<file path="src/rtl/uart_pkg.sv">
// Shared definitions for the UART receive path: state encoding, line-code
// constants and the clock-to-bit divisor.
package uart_pkg;

  typedef enum logic [2:0] {
    S_IDLE,
    S_START,
    S_DATA,
    S_PARITY,
    S_STOP,
    S_GAP
  } rx_state_e;

  localparam logic [1:0] PAR_NONE = 2'b00;
  localparam logic [1:0] PAR_EVEN = 2'b01;
  localparam logic [1:0] PAR_ODD  = 2'b10;

  localparam logic [1:0] STOP_1   = 2'b00;
  localparam logic [1:0] STOP_1P5 = 2'b01;
  localparam logic [1:0] STOP_2   = 2'b10;

  function automatic int unsigned bit_divisor(input int unsigned clk_frq,
                                              input int unsigned baud_rate);
    return clk_frq / baud_rate;
  endfunction

endpackage

</file>
<file path="src/rtl/uart_rx_sync.sv">
// Two-flop synchronizer for the serial line plus a registered falling-edge detect.
module uart_rx_sync (
  input  logic clk,
  input  logic rst,
  input  logic rx,
  output logic rxs,
  output logic fall
);

  logic meta_q, meta_d;
  logic rxs_q, rxs_d;
  logic prev_q, prev_d;

  always_comb begin
    meta_d = rx;
    rxs_d  = meta_q;
    prev_d = rxs_q;
  end

  // Idle-high reset values so a line that is already high never looks like an edge.
  always_ff @(posedge clk) begin
    if (!rst) begin
      meta_q <= 1'b1;
      rxs_q  <= 1'b1;
      prev_q <= 1'b1;
    end else begin
      meta_q <= meta_d;
      rxs_q  <= rxs_d;
      prev_q <= prev_d;
    end
  end

  assign rxs  = rxs_q;
  assign fall = prev_q & ~rxs_q;

endmodule

</file>
<file path="src/rtl/uart_rx_frame.sv">
// UART receiver that collects bytes into a packet, delivered on idle timeout
// or when the packet buffer fills.
module uart_rx_frame
  import uart_pkg::*;
#(
  parameter int unsigned Baud_rate  = 115200,
  parameter int unsigned clk_frq    = 100000000,
  parameter int unsigned data_depth = 36,
  parameter int unsigned idle_bits  = 20
) (
  input  logic                      clk,
  input  logic                      rst,
  input  logic                      rx,
  input  logic [3:0]                data_bits,
  input  logic [1:0]                stop_bits,
  input  logic [1:0]                parity,
  output logic [data_depth*8-1:0]   receive_data,
  output logic [5:0]                receive_data_bytes,
  output logic                      rx_done,
  output logic                      parity_error,
  output logic                      frame_error
);

  localparam int unsigned DIV       = bit_divisor(clk_frq, Baud_rate);
  localparam int unsigned BW        = data_depth * 8;
  localparam logic [15:0] D_LAST    = 16'(DIV - 1);
  localparam logic [15:0] H_LAST    = 16'(DIV / 2 - 1);
  localparam logic [15:0] IDLE_LAST = 16'(idle_bits - 1);
  localparam logic [5:0]  DEPTH     = 6'(data_depth);

  logic rxs, fall;

  uart_rx_sync u_sync (
    .clk  (clk),
    .rst  (rst),
    .rx   (rx),
    .rxs  (rxs),
    .fall (fall)
  );

  rx_state_e     state_q, state_d;
  logic          from_gap_q, from_gap_d;
  logic [15:0]   cnt_q, cnt_d;
  logic [2:0]    bit_q, bit_d;
  logic [7:0]    shift_q, shift_d;
  logic          perr_q, perr_d;
  logic          ferr_q, ferr_d;
  logic [BW-1:0] buf_q, buf_d;
  logic [5:0]    wcnt_q, wcnt_d;
  logic [15:0]   idle_q, idle_d;
  logic [BW-1:0] data_q, data_d;
  logic [5:0]    bytes_q, bytes_d;
  logic          done_q, done_d;
  logic          perr_out_q, perr_out_d;
  logic          ferr_out_q, ferr_out_d;

  logic [2:0]    last_bit;
  logic          parity_on;
  logic          deliver;
  logic [BW-1:0] buf_push;
  logic [5:0]    wcnt_inc;

  // Extra stop time is plain idle line to GAP, so the stop code only matters to a transmitter.
  logic stop_bits_unused;
  assign stop_bits_unused = ^stop_bits;

  always_comb begin
    case (data_bits)
      4'd5:    last_bit = 3'd4;
      4'd6:    last_bit = 3'd5;
      4'd7:    last_bit = 3'd6;
      default: last_bit = 3'd7;
    endcase
  end

  assign parity_on = (parity == PAR_EVEN) || (parity == PAR_ODD);
  assign buf_push  = (buf_q << 8) | BW'(shift_q);
  assign wcnt_inc  = wcnt_q + 6'd1;

  always_comb begin
    state_d    = state_q;
    from_gap_d = from_gap_q;
    cnt_d      = cnt_q + 16'd1;
    bit_d      = bit_q;
    shift_d    = shift_q;
    perr_d     = perr_q;
    ferr_d     = ferr_q;
    buf_d      = buf_q;
    wcnt_d     = wcnt_q;
    idle_d     = idle_q;
    data_d     = data_q;
    bytes_d    = bytes_q;
    perr_out_d = perr_out_q;
    ferr_out_d = ferr_out_q;
    done_d     = 1'b0;
    deliver    = 1'b0;

    case (state_q)
      S_IDLE: begin
        cnt_d = '0;
        if (fall) begin
          state_d    = S_START;
          from_gap_d = 1'b0;
        end
      end
      S_START: begin
        if (cnt_q == H_LAST) begin
          cnt_d = '0;
          if (rxs) begin
            state_d = from_gap_q ? S_GAP : S_IDLE;
          end else begin
            state_d = S_DATA;
            bit_d   = '0;
            shift_d = '0;
          end
        end
      end
      S_DATA: begin
        if (cnt_q == D_LAST) begin
          cnt_d          = '0;
          shift_d[bit_q] = rxs;
          bit_d          = bit_q + 3'd1;
          if (bit_q == last_bit) state_d = parity_on ? S_PARITY : S_STOP;
        end
      end
      S_PARITY: begin
        if (cnt_q == D_LAST) begin
          cnt_d   = '0;
          state_d = S_STOP;
          if (rxs != ((parity == PAR_ODD) ? ~^shift_q : ^shift_q)) perr_d = 1'b1;
        end
      end
      S_STOP: begin
        if (cnt_q == D_LAST) begin
          cnt_d   = '0;
          idle_d  = '0;
          state_d = S_GAP;
          if (rxs) begin
            buf_d  = buf_push;
            wcnt_d = wcnt_inc;
            if (wcnt_inc == DEPTH) deliver = 1'b1;
          end else begin
            // A low line here can only restart after it rises, which the edge detect enforces.
            ferr_d = 1'b1;
          end
        end
      end
      S_GAP: begin
        if (fall) begin
          state_d    = S_START;
          from_gap_d = 1'b1;
          cnt_d      = '0;
          idle_d     = '0;
        end else if (!rxs) begin
          cnt_d  = '0;
          idle_d = '0;
        end else if (cnt_q == D_LAST) begin
          cnt_d  = '0;
          idle_d = idle_q + 16'd1;
          if (idle_q == IDLE_LAST) begin
            if ((wcnt_q != '0) || ferr_q) deliver = 1'b1;
            else                          state_d = S_IDLE;
          end
        end
      end
      default: state_d = S_IDLE;
    endcase

    if (deliver) begin
      data_d     = buf_d;
      bytes_d    = wcnt_d;
      perr_out_d = perr_d;
      ferr_out_d = ferr_d;
      done_d     = 1'b1;
      buf_d      = '0;
      wcnt_d     = '0;
      perr_d     = 1'b0;
      ferr_d     = 1'b0;
      idle_d     = '0;
      state_d    = S_IDLE;
    end
  end

  always_ff @(posedge clk) begin
    if (!rst) begin
      state_q    <= S_IDLE;
      from_gap_q <= 1'b0;
      cnt_q      <= '0;
      bit_q      <= '0;
      shift_q    <= '0;
      perr_q     <= 1'b0;
      ferr_q     <= 1'b0;
      buf_q      <= '0;
      wcnt_q     <= '0;
      idle_q     <= '0;
      data_q     <= '0;
      bytes_q    <= '0;
      done_q     <= 1'b0;
      perr_out_q <= 1'b0;
      ferr_out_q <= 1'b0;
    end else begin
      state_q    <= state_d;
      from_gap_q <= from_gap_d;
      cnt_q      <= cnt_d;
      bit_q      <= bit_d;
      shift_q    <= shift_d;
      perr_q     <= perr_d;
      ferr_q     <= ferr_d;
      buf_q      <= buf_d;
      wcnt_q     <= wcnt_d;
      idle_q     <= idle_d;
      data_q     <= data_d;
      bytes_q    <= bytes_d;
      done_q     <= done_d;
      perr_out_q <= perr_out_d;
      ferr_out_q <= ferr_out_d;
    end
  end

  assign receive_data       = data_q;
  assign receive_data_bytes = bytes_q;
  assign rx_done            = done_q;
  assign parity_error       = perr_out_q;
  assign frame_error        = ferr_out_q;

endmodule

</file>
<file path="config.mk">
export PLATFORM = sky130hd
export DESIGN_NAME = uart_rx_frame
export DESIGN_NICKNAME = d
export VERILOG_FILES = /design/src/rtl/uart_pkg.sv /design/src/rtl/uart_rx_sync.sv /design/src/rtl/uart_rx_frame.sv
export SDC_FILE = /design/constraint.sdc
export NUM_CORES = 1
export LEC_CHECK = 0
export BUFFER_PORTS_ARGS = -buffer_cell sky130_fd_sc_hd__buf_2
export CAP_MARGIN = 20
export CELL_PAD_IN_SITES_DETAIL_PLACEMENT = 0
export CELL_PAD_IN_SITES_GLOBAL_PLACEMENT = 1
export CORE_MARGIN = 1
export CORE_UTILIZATION = 47
export CTS_BUF_LIST = sky130_fd_sc_hd__clkbuf_4 sky130_fd_sc_hd__clkbuf_8
export CTS_CLUSTER_DIAMETER = 40
export DETAILED_ROUTE_END_ITERATION = 8
export PLACE_DENSITY_LB_ADDON = 0.1
export RECOVER_POWER = 50
export SLEW_MARGIN = 25
export SYNTH_ARGS = -nofsm -noshare
export SYNTH_HDL_FRONTEND = slang
export SYNTH_SLANG_ARGS = --single-unit
</file>
<file path="constraint.sdc">
create_clock -name clk -period 3.8 [get_ports clk]
set_input_delay 0.38 -clock clk [delete_from_list [all_inputs] [get_ports clk]]
set_output_delay 0.38 -clock clk [all_outputs]
set_load 0.05 [all_outputs]
</file>
Word-level counts from Yosys, hierarchy flattened
Index checks and enable logic that the tools add are counted.
- $add $sub $neg: 4
- order comparisons: 2
- eq/ne operators: 29
- mux-type cells: 63
- bitwise operators: 4
- reductions and logical operators: 16
- operators with widths (kind ; count):
    $mux W288 ; 3
    $or A288 B8 Y288 ; 1
    $mux W16 ; 8
    $pmux W16 S4 ; 1
    $mux W3 ; 17
    $add A16 B1 Y16 const B ; 2
    $pmux W16 S2 ; 1
    $mux W8 ; 3
    $mux W1 ; 19
    $mux W6 ; 3
    $pmux W3 S6 ; 1
    $eq A16 B10 Y1 const B ; 1
    $eq A16 B5 Y1 const B ; 1
    $eq A16 B9 Y1 const B ; 1
    $ne A2 B2 Y1 const B ; 8
    $pmux W8 S2 ; 1
    $eq A4 B3 Y1 const B ; 3
    $reduce_and A10 Y1 ; 1
    $ne A3 B3 Y1 const B ; 3
    $bwmux W8 ; 1
    $reduce_xnor A8 Y1 ; 1
    $reduce_xor A8 Y1 ; 1
    $add A6 B1 Y6 const B ; 1
    $eq A3 B2 Y1 const B ; 2
    27 further kinds ; 34
- register bits after elaboration: 643
- input port bits: 11
- output and inout bits: 297
- word-level logic and storage cells: 136

Longest topological paths before layout
- word-level depth: 9
- gate-level depth with buffers: 9
- depth with buffers taken out: 8

Cells and area by module
A second synthesis with hierarchy kept.
- cells, all modules: 2295
- area total of the unflattened synthesis: 23212.3 um^2
- by module, submodules not included (module ; instances ; cells an instance ; area an instance (um^2) ; seq. area each (um^2)):
    uart_rx_frame ; 1 ; 2288 ; 23127.2 ; 12812.3
    uart_rx_sync ; 1 ; 7 ; 85.1 ; 60.1

Worst setup path after synthesis
Ideal clock, no wire load.
- kind: reg-to-reg
- from: register cnt_q[0]
- to: register data_q[283] (netlist: receive_data[283])
- setup time: 0.137 ns
- arrival: 1.954 ns
- required time: 3.663 ns
- setup slack: 1.709 ns
- stages on the path, launching flop included: 10
- buffers on the path: 3
- period minus slack after synthesis: 2.091 ns
- path through: dfxtp_1 > ha_1 > and4bb_1 > and4_1 > buf_4 > nand4b_2 > buf_6 > buf_6 > mux2i_1 > a211oi_2
- cells in the longest elaborated chain, start to end: 5
- elaborated cells on any way between the ends: 8
- those cells by class: eq/ne: 1; mux: 7
- RTL lines (item ; line ; text):
    start, declared ; uart_rx_frame.sv:43 ; logic [15:0] cnt_q, cnt_d;
    start signal, assigned ; uart_rx_frame.sv:204 ; cnt_q <= cnt_d;
    $eq A16 B10 Y1 (*) ; uart_rx_frame.sv:134, uart_rx_frame.sv:157 ;
    $mux W1 ; uart_rx_frame.sv:157 ; end else if (cnt_q == D_LAST) begin
    $mux W1 ; uart_rx_frame.sv:154 ; end else if (!rxs) begin
    $mux W1 ; uart_rx_frame.sv:149 ; if (fall) begin
    $pmux W1 S2 ; uart_rx_frame.sv:98 ; case (state_q)
    end signal, assigned ; uart_rx_frame.sv:212 ; data_q <= data_d;
    end, declared ; uart_rx_frame.sv:51 ; logic [BW-1:0] data_q, data_d;
Mark *: on every way between the ends. The rest lies on a longest branch, timed or not.
A chain may end at the register's enable or synchronous reset.

Worst setup path in the final report
- from: register cnt_q[0]
- to: register data_q[181] (netlist: receive_data[181])
Same word-level chain as after synthesis.

==> impl_metrics.json <==
{
  "outcome": "complete, no violations",
  "io_buffers": 305,
  "skew_ps": 32.2,
  "grt_max_degree": 127,
  "clock_tree.root_cell": "clkbuf_8",
  "nNetsFinal": 2589,
  "hpwl_mm": 36.2,
  "setup_viol": 0,
  "finalSetupTns_ps": 0,
  "syn_nets": 2321,
  "synth_cells": 2302,
  "r2r_cells": 8,
  "drt-wirelength-per-cell_um": 16.7,
  "clk_pin_slew_ps": 60,
  "drive_above_1_share": 0.0897,
  "antenna_found_initial": 0,
  "drt-initial-drc-count": 956,
  "routed_via_density": 5.12,
  "start_util": 0.475,
  "grtUsageTotal": 0.217,
  "area_delta_synth_final_pct": 15.6,
  "fin_crit_sh": 0.867,
  "async_reset_ff_frac": 0,
  "max_freq_ghz": 0.304,
  "via_count": 17000,
  "worstReg2RegEnd": "receive_data[181]",
  "finalCriticalPeriod_ps": 3290,
  "ant_nets": 0,
  "startpoint_type": "flip-flop",
  "power_density_nw_per_um2": 512,
  "dp_slack_ps": 854,
  "swShare": 0.226,
  "power_leakage_nw": 11.3,
  "rsz0062_at_grt": "false",
  "cp.required_ps": 4360,
  "final_core_util": 0.549,
  "drc_errors": 0,
  "drv_slew": 0,
  "setup_ws_ps": 506,
  "grt_pass1_vias": 16000,
  "dominantRegCellSynth": "dfxtp_1",
  "core_area_sq_um": 48800,
  "die_w_um": 224,
  "hold_depth": 5,
  "rows": 81,
  "seq_area_frac_synth": 0.554,
  "min_to": "state_q[1]",
  "grt_pass1_wl_mm": 87.8,
  "cts-buffers-inserted": 108,
  "tightest_slew_ps": 922,
  "ios": 308,
  "pwr-share-seq": 0.497,
  "path_max_fanout": 44,
  "postCtsSetupRepairBufs": 0,
  "hold_violations": 0,
  "hold_path.class": "in2reg",
  "hp-start": "parity[1]",
  "r2r_setup_slack_ps": 510,
  "ys_ff_latch": 643,
  "power_switching_w": 0.00311,
  "ys_warn_count": 0,
  "comb_power_share": 0.030,
  "drt_pass1_iterations": 4,
  "synth_cell_types": 58,
  "die_h_um": 224,
  "clkPwrFrac": 0.473,
  "cts.sinks": 643,
  "num_antenna_cells": 0,
  "reg2reg_from": "cnt_q[0]",
  "cts_tree": "built",
  "clk_latency_ps": 710,
  "p_int_w": 0.0106,
  "dieArea_sq_um": 50300,
  "globalRoute.totalOverflow": 0,
  "synth_edf_count": 0,
  "cp.arrival_ps": 3850,
  "hold_ws_ps": 255,
  "max-vdd-ir-drop_v": 0.000351,
  "critical_path_class": "reg2reg",
  "cap_violations": 0,
  "avgSynthCellArea_sq_um": 10.1,
  "htreeDepth": 3,
  "gp_congestion": 0.794,
  "cts_buffer_depth": 3,
  "wl_mm": 55.4,
  "max-slew-margin-rel": 0.385,
  "syn_area_sq_um": 23200,
  "end_kind": "flip-flop"
}
==> timing repair <==
item | in CTS | in global routing
gates resized for setup | 0 | 0
hold endpoints to repair | 3 | 0
hold buffers | 3 | 0
==> sequential cells by signal, indices dropped and copies added (netlist names), 3 cells and up <==
signal and count:
receive_data 288, buf_q 288, cnt_q 16, receive_data_bytes 6, bit_q 3, shift_q 8, wcnt_q 6, state_q 3
idle_q 16
==> worst max-delay path, stage by stage, from the launching register on <==
cell	delay [ps]
dfxtp_1	400
ha_1	260
and4bb_1	310
and4_1	470
nand4b_4	290
buf_12	280
clkbuf_4	490
mux2i_1	470
a211oi_1	130
==> layout make-up <==
class,count,area (sq um)
Sequential cell,643,12900
Inverter,8,37.5
Tap cell,664,831
Clock buffer,163,2010
Clock inverter,30,322
Fill cell,4657,22000
Multi-Input combinational cell,1473,9230
Timing Repair Buffer,336,1530
==> cell families after synthesis <==
kind of cell / count (synthesis) / synth area share
simple gates: 767 / 0.137
flops: 643 / 0.554
compound gates: 371 / 0.116
mux: 294 / 0.127
buf+inv: 186 / 0.0492
xor+xnor: 33 / 0.0124
fa+ha+maj: 8 / 0.00431
==> synthesized netlist by cell type, drive strengths merged (2+ instances only) <==
cell / count / area, sq um
nand2: 33 / 124
o22a: 2 / 17.5
o21ai: 24 / 120
inv: 8 / 30.0
and3: 9 / 56.3
nand3: 19 / 95.1
nand3b: 5 / 37.5
nor3b: 3 / 27.5
nand4b: 4 / 41.3
a31oi: 5 / 31.3
clkbuf: 57 / 236
and2: 3 / 18.8
a211oi: 297 / 2250
mux2i: 294 / 2940
buf: 121 / 875
o211ai: 3 / 22.5
ha: 8 / 100
nor3: 6 / 30.0
and4: 3 / 26.3
nor2b: 7 / 43.8
or4: 3 / 22.5
xnor2: 18 / 158
nand2b: 5 / 31.3
o311ai: 2 / 17.5
a41oi: 2 / 17.5
a21oi: 22 / 110
xor2: 15 / 131
nor4b: 2 / 17.5
or3: 3 / 18.8
dfxtp: 643 / 12900
nor2: 640 / 2400
nor4: 7 / 65.1
o22ai: 2 / 18.8
o21a: 4 / 30.0
nand4: 10 / 62.6
o31ai: 4 / 30.0
==> power groups by stage <==
stage	registers (W)	clock network, W	logic [W]
CTS	0.00682	0.00666	0.000429
global route	0.00683	0.00696	0.000462
finish	0.00683	0.00649	0.000415
detailed placement	0.00697	0	0.000424
floorplan	0.00692	0	0.000362
global placement	0.00697	0	0.000422
==> per-stage QoR <==
stage | cell area (sq um) | instances | power (W)
after CTS | 27300 | 3317 | 0.0139
after global routing | 26800 | 3317 | 0.0143
after global placement | 24900 | 3121 | 0.00739
after floorplan | 23200 | 2302 | 0.00729
after detailed placement | 24900 | 3121 | 0.00740
final | 26800 | 3317 | 0.0137
==> routing by layer <==
layer  wire length, um  share of wire  track usage
met3              3500          0.063       0.0699
met4              1100          0.020       0.0650
met2             24400           0.44        0.332
met5                 0              0            0
met1             26400           0.48        0.292
==> how the worst max path moves through the flow <==
stage / slack (ps) / from / to / depth (start not counted)
2_1_floorplan: 1710 / cnt_q[0] / receive_data[283] / 9
6_report: 510 / cnt_q[0] / receive_data[181] / 8
3_5_place_dp: 850 / cnt_q[0] / receive_data[238] / 8
3_3_place_gp: 960 / cnt_q[0] / receive_data[262] / 8
4_1_cts: 830 / cnt_q[0] / receive_data[238] / 8
5_1_grt: 320 / cnt_q[0] / receive_data[181] / 8
==> cells in the final DEF, fill, tap and decap left out, drive strengths merged, types with 16 or more instances in the layout <==
cell,count
xnor2,18
nor2,640
a211oi,297
nand2,33
nand3,19
dfxtp,643
clkbuf,468
clkinv,16
a21oi,22
buf,28
o21ai,24
mux2i,294
No activity file was read; power rests on OpenSTA's default activity.
